**src/rtl/decode_pkg.sv**
```systemverilog
// Shared widths, RV32I opcode constants, operation classes and exception codes
// for the minuteCore decode stage.
package decode_pkg;

    localparam int ADDR_SIZE  = 31;
    localparam int INSTR_SIZE = 31;
    localparam int EX_WIDTH   = 3;
    localparam int OP_WIDTH   = 3;

    localparam logic [6:0] OPC_LUI    = 7'b0110111;
    localparam logic [6:0] OPC_AUIPC  = 7'b0010111;
    localparam logic [6:0] OPC_JAL    = 7'b1101111;
    localparam logic [6:0] OPC_JALR   = 7'b1100111;
    localparam logic [6:0] OPC_BRANCH = 7'b1100011;
    localparam logic [6:0] OPC_LOAD   = 7'b0000011;
    localparam logic [6:0] OPC_STORE  = 7'b0100011;
    localparam logic [6:0] OPC_OP_IMM = 7'b0010011;
    localparam logic [6:0] OPC_OP     = 7'b0110011;
    localparam logic [6:0] OPC_SYSTEM = 7'b1110011;

    typedef enum logic [OP_WIDTH:0] {
        OP_LUI    = 4'd0,
        OP_AUIPC  = 4'd1,
        OP_JAL    = 4'd2,
        OP_JALR   = 4'd3,
        OP_BRANCH = 4'd4,
        OP_LOAD   = 4'd5,
        OP_STORE  = 4'd6,
        OP_ALUI   = 4'd7,
        OP_ALU    = 4'd8,
        OP_SYSTEM = 4'd9
    } op_e;

    localparam logic [EX_WIDTH:0] EX_NONE                = 4'd0;
    localparam logic [EX_WIDTH:0] EX_INSTR_ADDR_MISALIGN = 4'd1;
    localparam logic [EX_WIDTH:0] EX_ILLEGAL_INSTR       = 4'd2;
    localparam logic [EX_WIDTH:0] EX_BREAKPOINT          = 4'd3;
    localparam logic [EX_WIDTH:0] EX_ECALL               = 4'd4;

    // Combinational decode result for the instruction currently offered by fetch.
    typedef struct packed {
        op_e                op;
        logic               use_rs1;
        logic               use_rs2;
        logic               rd_write;
        logic [31:0]        imm;
        logic [EX_WIDTH:0]  exc;
    } dec_t;

    typedef struct packed {
        logic               valid;
        logic [ADDR_SIZE:0] pc;
        op_e                op;
        logic [2:0]         funct3;
        logic               funct7b5;
        logic [31:0]        rs1_val;
        logic [31:0]        rs2_val;
        logic [31:0]        imm;
        logic [4:0]         rd;
        logic               rd_write;
        logic [EX_WIDTH:0]  exc;
    } out_t;

endpackage

```
**src/rtl/decode_regfile.sv**
```systemverilog
// 32x32 register file: two combinational read ports, one synchronous write port,
// x0 hard-wired to zero, and a same-cycle write-to-read bypass.
module decode_regfile (
    input  logic        clk,
    input  logic        wr_en,
    input  logic [4:0]  wr_addr,
    input  logic [31:0] wr_data,
    input  logic [4:0]  rd_addr_a,
    output logic [31:0] rd_data_a,
    input  logic [4:0]  rd_addr_b,
    output logic [31:0] rd_data_b
);

    // NOTE: the storage array has no reset; its contents are architecturally undefined until written.
    logic [31:0] mem_q [32];

    always_ff @(posedge clk) begin
        if (wr_en && (wr_addr != 5'd0)) begin
            mem_q[wr_addr] <= wr_data;
        end
    end

    assign rd_data_a = (rd_addr_a == 5'd0)                   ? 32'd0   :
                       (wr_en && (wr_addr == rd_addr_a))     ? wr_data :
                                                               mem_q[rd_addr_a];

    assign rd_data_b = (rd_addr_b == 5'd0)                   ? 32'd0   :
                       (wr_en && (wr_addr == rd_addr_b))     ? wr_data :
                                                               mem_q[rd_addr_b];

endmodule

```
**src/rtl/decode.sv**
```systemverilog
// minuteCore decode stage: instruction decode, immediate generation, operand read,
// destination scoreboard with hazard stall, and the registered hand-off to execute.
module decode
    import decode_pkg::*;
(
    input  logic                 clk,
    input  logic                 reset,
    input  logic [INSTR_SIZE:0]  instr,
    input  logic [ADDR_SIZE:0]   PC,
    input  logic [EX_WIDTH:0]    exception,
    input  logic                 pipeline_valid,
    output logic                 stall,
    input  logic                 flush,
    input  logic                 ex_stall,
    input  logic                 wb_enable,
    input  logic [4:0]           wb_rd,
    input  logic [31:0]          wb_data,
    output logic                 ex_valid,
    output logic [ADDR_SIZE:0]   ex_PC,
    output logic [OP_WIDTH:0]    ex_op,
    output logic [2:0]           ex_funct3,
    output logic                 ex_funct7b5,
    output logic [31:0]          ex_rs1_val,
    output logic [31:0]          ex_rs2_val,
    output logic [31:0]          ex_imm,
    output logic [4:0]           ex_rd,
    output logic                 ex_rd_write,
    output logic [EX_WIDTH:0]    ex_exception
);

    logic [6:0]  opcode;
    logic [4:0]  rs1, rs2, rd;
    logic [31:0] rs1_val, rs2_val;
    logic [31:0] imm_i, imm_s, imm_b, imm_u, imm_j;

    assign opcode = instr[6:0];
    assign rd     = instr[11:7];
    assign rs1    = instr[19:15];
    assign rs2    = instr[24:20];

    assign imm_i = {{20{instr[31]}}, instr[31:20]};
    assign imm_s = {{20{instr[31]}}, instr[31:25], instr[11:7]};
    assign imm_b = {{19{instr[31]}}, instr[31], instr[7], instr[30:25], instr[11:8], 1'b0};
    assign imm_u = {instr[31:12], 12'd0};
    assign imm_j = {{11{instr[31]}}, instr[31], instr[19:12], instr[20], instr[30:21], 1'b0};

    decode_regfile u_regfile (
        .clk       (clk),
        .wr_en     (wb_enable),
        .wr_addr   (wb_rd),
        .wr_data   (wb_data),
        .rd_addr_a (rs1),
        .rd_data_a (rs1_val),
        .rd_addr_b (rs2),
        .rd_data_b (rs2_val)
    );

    dec_t dec;
    logic legal, writes_rd;

    always_comb begin
        // NOTE: every variable gets a default before the case so no path can infer a latch.
        dec       = '0;
        dec.op    = OP_SYSTEM;
        legal     = 1'b1;
        writes_rd = 1'b0;
        case (opcode)
            OPC_LUI:    begin dec.op = OP_LUI;    writes_rd = 1'b1; dec.imm = imm_u; end
            OPC_AUIPC:  begin dec.op = OP_AUIPC;  writes_rd = 1'b1; dec.imm = imm_u; end
            OPC_JAL:    begin dec.op = OP_JAL;    writes_rd = 1'b1; dec.imm = imm_j; end
            OPC_JALR:   begin dec.op = OP_JALR;   writes_rd = 1'b1; dec.imm = imm_i; dec.use_rs1 = 1'b1; end
            OPC_BRANCH: begin dec.op = OP_BRANCH; dec.imm = imm_b; dec.use_rs1 = 1'b1; dec.use_rs2 = 1'b1; end
            OPC_LOAD:   begin dec.op = OP_LOAD;   writes_rd = 1'b1; dec.imm = imm_i; dec.use_rs1 = 1'b1; end
            OPC_STORE:  begin dec.op = OP_STORE;  dec.imm = imm_s; dec.use_rs1 = 1'b1; dec.use_rs2 = 1'b1; end
            OPC_OP_IMM: begin dec.op = OP_ALUI;   writes_rd = 1'b1; dec.imm = imm_i; dec.use_rs1 = 1'b1; end
            OPC_OP:     begin dec.op = OP_ALU;    writes_rd = 1'b1; dec.use_rs1 = 1'b1; dec.use_rs2 = 1'b1; end
            OPC_SYSTEM: begin dec.op = OP_SYSTEM; dec.imm = imm_i; end
            default:    legal = 1'b0;
        endcase

        // A fetch fault outranks anything found in the (possibly garbage) instruction word.
        if (exception != EX_NONE) begin
            dec.exc = exception;
        end else if (!legal) begin
            dec.exc = EX_ILLEGAL_INSTR;
        end else if ((opcode == OPC_SYSTEM) && (instr[14:12] == 3'd0) && (instr[31:20] == 12'h000)) begin
            dec.exc = EX_ECALL;
        end else if ((opcode == OPC_SYSTEM) && (instr[14:12] == 3'd0) && (instr[31:20] == 12'h001)) begin
            dec.exc = EX_BREAKPOINT;
        end else begin
            dec.exc = EX_NONE;
        end
        dec.rd_write = writes_rd && (rd != 5'd0) && (dec.exc == EX_NONE);
    end

    logic [31:0] busy_q, busy_d;
    logic [31:0] wb_clear, busy_eff;
    logic        hz, accept;

    always_comb begin
        wb_clear = '0;
        if (wb_enable) begin
            wb_clear[wb_rd] = 1'b1;
        end
    end

    // A same-cycle writeback already releases its register for the hazard check.
    assign busy_eff = busy_q & ~wb_clear;

    assign hz = pipeline_valid && ((dec.use_rs1 && busy_eff[rs1]) ||
                                   (dec.use_rs2 && busy_eff[rs2]) ||
                                   (dec.rd_write && busy_eff[rd]));

    assign stall  = pipeline_valid && (hz || ex_stall) && !flush;
    assign accept = pipeline_valid && !stall && !flush;

    out_t out_q, out_d;

    always_comb begin
        busy_d = busy_eff;
        if (flush && out_q.valid && out_q.rd_write) begin
            busy_d[out_q.rd] = 1'b0;
        end
        if (accept && dec.rd_write) begin
            busy_d[rd] = 1'b1;
        end
        busy_d[0] = 1'b0;

        out_d = out_q;
        if (accept) begin
            out_d.valid    = 1'b1;
            out_d.pc       = PC;
            out_d.op       = dec.op;
            out_d.funct3   = instr[14:12];
            out_d.funct7b5 = instr[30];
            out_d.rs1_val  = rs1_val;
            out_d.rs2_val  = rs2_val;
            out_d.imm      = dec.imm;
            out_d.rd       = rd;
            out_d.rd_write = dec.rd_write;
            out_d.exc      = dec.exc;
        end else if (!(ex_stall && !flush)) begin
            out_d.valid = 1'b0;
        end
    end

    // NOTE: state registers use non-blocking assignments so every flop samples pre-edge values.
    always_ff @(posedge clk) begin
        if (reset) begin
            out_q  <= '0;
            busy_q <= '0;
        end else begin
            out_q  <= out_d;
            busy_q <= busy_d;
        end
    end

    assign ex_valid     = out_q.valid;
    assign ex_PC        = out_q.pc;
    assign ex_op        = out_q.op;
    assign ex_funct3    = out_q.funct3;
    assign ex_funct7b5  = out_q.funct7b5;
    assign ex_rs1_val   = out_q.rs1_val;
    assign ex_rs2_val   = out_q.rs2_val;
    assign ex_imm       = out_q.imm;
    assign ex_rd        = out_q.rd;
    assign ex_rd_write  = out_q.rd_write;
    assign ex_exception = out_q.exc;

endmodule

```
**config.mk**
```make
export PLATFORM = sky130hd
export DESIGN_NAME = decode
export DESIGN_NICKNAME = d
export VERILOG_FILES = /design/src/rtl/decode_pkg.sv /design/src/rtl/decode_regfile.sv /design/src/rtl/decode.sv
export SDC_FILE = /design/constraint.sdc
export NUM_CORES = 2
export LEC_CHECK = 0
export CORE_UTILIZATION = 58
export DETAILED_ROUTE_END_ITERATION = 8
export DONT_BUFFER_PORTS = 1
export PLACE_DENSITY = 0.76
export SKIP_LAST_GASP = 1
export SLEW_MARGIN = 40
export SYNTH_ARGS = -nofsm -noshare
export SYNTH_HDL_FRONTEND = slang
export SYNTH_SLANG_ARGS = --single-unit
```
**constraint.sdc**
```tcl
create_clock -name clk -period 4.3 [get_ports clk]
set_clock_uncertainty 0.05 [all_clocks]
set_input_delay 0.43 -clock clk [delete_from_list [all_inputs] [get_ports clk]]
set_output_delay 0.43 -clock clk [all_outputs]
set_load 0.005 [all_outputs]
```
==> metrics.yaml <==
cells_and_area:
  drive_gt1_share_pct: 27.5
  seq_area_sq_um: 34300
  finalNonFillerCells: 4872
  finish.utilization_pct: 65.8
  finalNetCount: 3585
  n_fill_cell: 6261
  multiInputGateArea_sq_um: 21300
  area_growth_pct: 12.6
die:
  die_h_microns: 314
  fp-row-count: 114
  start_util_pct: 58.5
  coreArea_sq_um: 96700
  die_x_microns: 314
  top_level_ports: 259
  die-area_sq_um: 98800
placement:
  place.port_buffers: 0
  hpwl_mm: 98.8
  dp_cells: 4518
  place_congestion: 0.968
worst_setup_path:
  cp-end-kind: "primary output"
  crit_fanout: 113
  crit_type: "primary input to primary output"
  critPathLaunchType: "primary input"
  critPathArrivalTime_ps: 3480
  required_ps: 3820
yosys:
  syn_area_sq_um: 56600
  syn_area_per_cell_sq_um: 16.5
  ys_seq_elements: 1202
  seq_area_frac_synth_pct: 60.7
  ys_types: 72
  yosys_most_used_dff: "edfxtp_1"
  synthCells: 3433
  async_flop_share_pct: 0
  yosys_warnings: 0
  synth_edf_count: 1024
clock_network:
  ctsResizeCount: 0
  cts_tree: "yes"
  ctsLongestPathBuffers: 3
  cts.sinks: 1202
  htree_levels: 3
  cts_buffers: 121
  root_buffer: "clkbuf_16"
  clock_latency_ps: 740
  path_clk_slew_ps: 60
sta:
  finalHoldViolCount: 0
  rsz0062_at_grt: "no"
  max_slew_margin_pct: 18.4
  worst_slew_pin_slew_ps: 1220
  report.final.slew_viol_count: 0
  fin_crit_sh_pct: 92.2
  clock.fmax_ghz: 0.252
  finalSetupViolations: 0
  setup_tns_ps: 0
  fin_crit_ps: 3960
global_routing:
  grt_pass1_wl_mm: 266
  grt_pass1_vias: 37400
  grt_max_degree: 334
  gr-total-overflow: 0
  grtUsageTotal_pct: 38.2
  antenna_found_initial: 12
route:
  vias: 37800
  drt_iter0_markers: 6280
  antenna_left: 0
  drt_wl_total_mm: 188
  first_pass_iters: 8
  viasPerCell: 7.75
  route.detailed.drc: 0
  wire_per_inst_microns: 38.5
pwr:
  p_per_area_nw_per_um2: 408
  leakagePower_nw: 20.2
  ir_drop_mv: 0.412
job:
  drv_cap: 0
worst_hold_path:
  min_path_type: "primary input to flip-flop"
outcome:
  status: "finished, final reports clean"
## power breakdown
group	leakage, nW	switching [mW]	total (mW)	internal (mW)
clock network	2.05	4.63	11.0	6.34
registers	10.7	0.127	13.0	12.8
logic	7.45	1.12	2.07	0.951
total	20.2	5.88	26.0	20.1
## cells by family after synthesis
kind of cell / after synthesis / synth area share (%)
DFF: 1202 / 60.7
xor gates and xnor gates: 14 / 0.217
and+or+nand+nor: 499 / 4.15
AOI/OAI and AO/OA: 681 / 7.67
muxes: 696 / 24.8
buffers and inverters: 340 / 2.46
other: 1 / 0.00663
## sequential cells by signal (all words and copies together), names as in the netlist, 3 cells and up
name             count
busy_q              31
ex_PC               32
ex_exception         4
ex_funct3            3
ex_imm              32
ex_op                4
ex_rd                5
ex_rs1_val          32
ex_rs2_val          32
u_regfile.mem_q   1024
## worst max-delay path: stages
cell	delay, ps
buf_16	590
xor2_1	610
or3_1	290
o221ai_1	130
o311ai_0	380
nor4bb_2	540
nor3_1	130
a21oi_1	320
## final timing paths
| check | start | endpoint | slack (ps) | depth (start not counted) |
|---|---|---|---|---|
| worst max register to register | busy_q[4] | ex_PC[9] | 1130 | 9 |
| worst max-delay path | instr[20] | stall | 340 | 8 |
| worst min-delay path | wb_data[19] | ex_rs2_val[19] | 30 | 4 |
| worst min register to register | ex_PC[23] | ex_PC[23] | 450 | 2 |
## what timing repair did
| item | 4_1_cts | 5_1_grt |
|---|---|---|
| hold buffers | 99 | 1 |
| hold endpoints to repair | 1177 | 2 |
| setup buffers | 0 | 0 |
## per-layer routing
| metal | track usage, % | part of all wire, % | vias up |
|---|---|---|---|
| li1 | - | - | 14400 |
| met1 | 49.1 | 33 | 19100 |
| met3 | 13.4 | 15 | 757 |
| met2 | 57.4 | 45 | 3466 |
| met4 | 20.5 | 6.3 | 14 |
| met5 | 0 | 0.051 | - |
## cells in the final DEF (no fill, tap or decap), types with 16 or more instances in the layout
cell type and n:
o22ai_1 31, a31o_2 21, o211ai_1 59, nor2_1 122, dlygate4sd3_1 67, nor3_1 36
clkbuf_16 125, a211o_1 21, inv_1 18, nand3_1 106, o21ai_0 184, clkinv_2 24
nand2_1 119, mux2i_1 126, diode_2 16, nor2_4 32, dfxtp_1 178, a22oi_1 27
buf_2 32, a21oi_1 168, clkbuf_1 23, conb_1 32, clkbuf_8 19, buf_4 66
a221oi_1 62, a211oi_1 29, mux4_2 565, edfxtp_1 1024
## synthesized netlist by cell type (all sizes together) (7+ instances only)
cell / number / area, sq um
a211o: 21 / 184
a211oi: 29 / 218
a21oi: 170 / 855
a221oi: 62 / 543
a22oi: 27 / 203
a31o: 21 / 184
a31oi: 16 / 100
and3: 10 / 62.6
buf: 106 / 516
clkbuf: 212 / 796
dfxtp: 178 / 3560
edfxtp: 1024 / 30700
inv: 21 / 78.8
mux2i: 126 / 1260
mux4: 565 / 12700
nand2: 121 / 454
nand3: 107 / 536
nand4b: 10 / 87.6
nor2: 156 / 586
nor2b: 7 / 43.8
nor3: 40 / 200
nor4: 7 / 58.8
o211ai: 59 / 443
o21ai: 199 / 996
o221ai: 12 / 105
o22ai: 31 / 194
xor2: 9 / 78.8
## metrics by stage
step / hold WS (ps) / power [mW] / setup slack, ps / area (sq um)
after floorplan: 402 / 14.6 / 399 / 56700
after global placement: 424 / 14.7 / 780 / 58100
after detailed placement: 425 / 14.8 / 648 / 58400
after CTS: 0.543 / 25.8 / 707 / 63500
after global routing: 20.2 / 26.6 / 96.4 / 63600
final: 31.2 / 26.0 / 335 / 63700
## cell type report
type / instances / area share (%)
flip-flops and latches: 1202 / 53.9
multi-input cells: 1922 / 33.5
clock buffers: 170 / 5.48
repair buffers: 205 / 3.37
well taps: 1276 / 2.51
clock inverters: 59 / 1.06
inverters: 22 / 0.134
diodes: 16 / 0.0629
(Power assumes the default switching activity.)
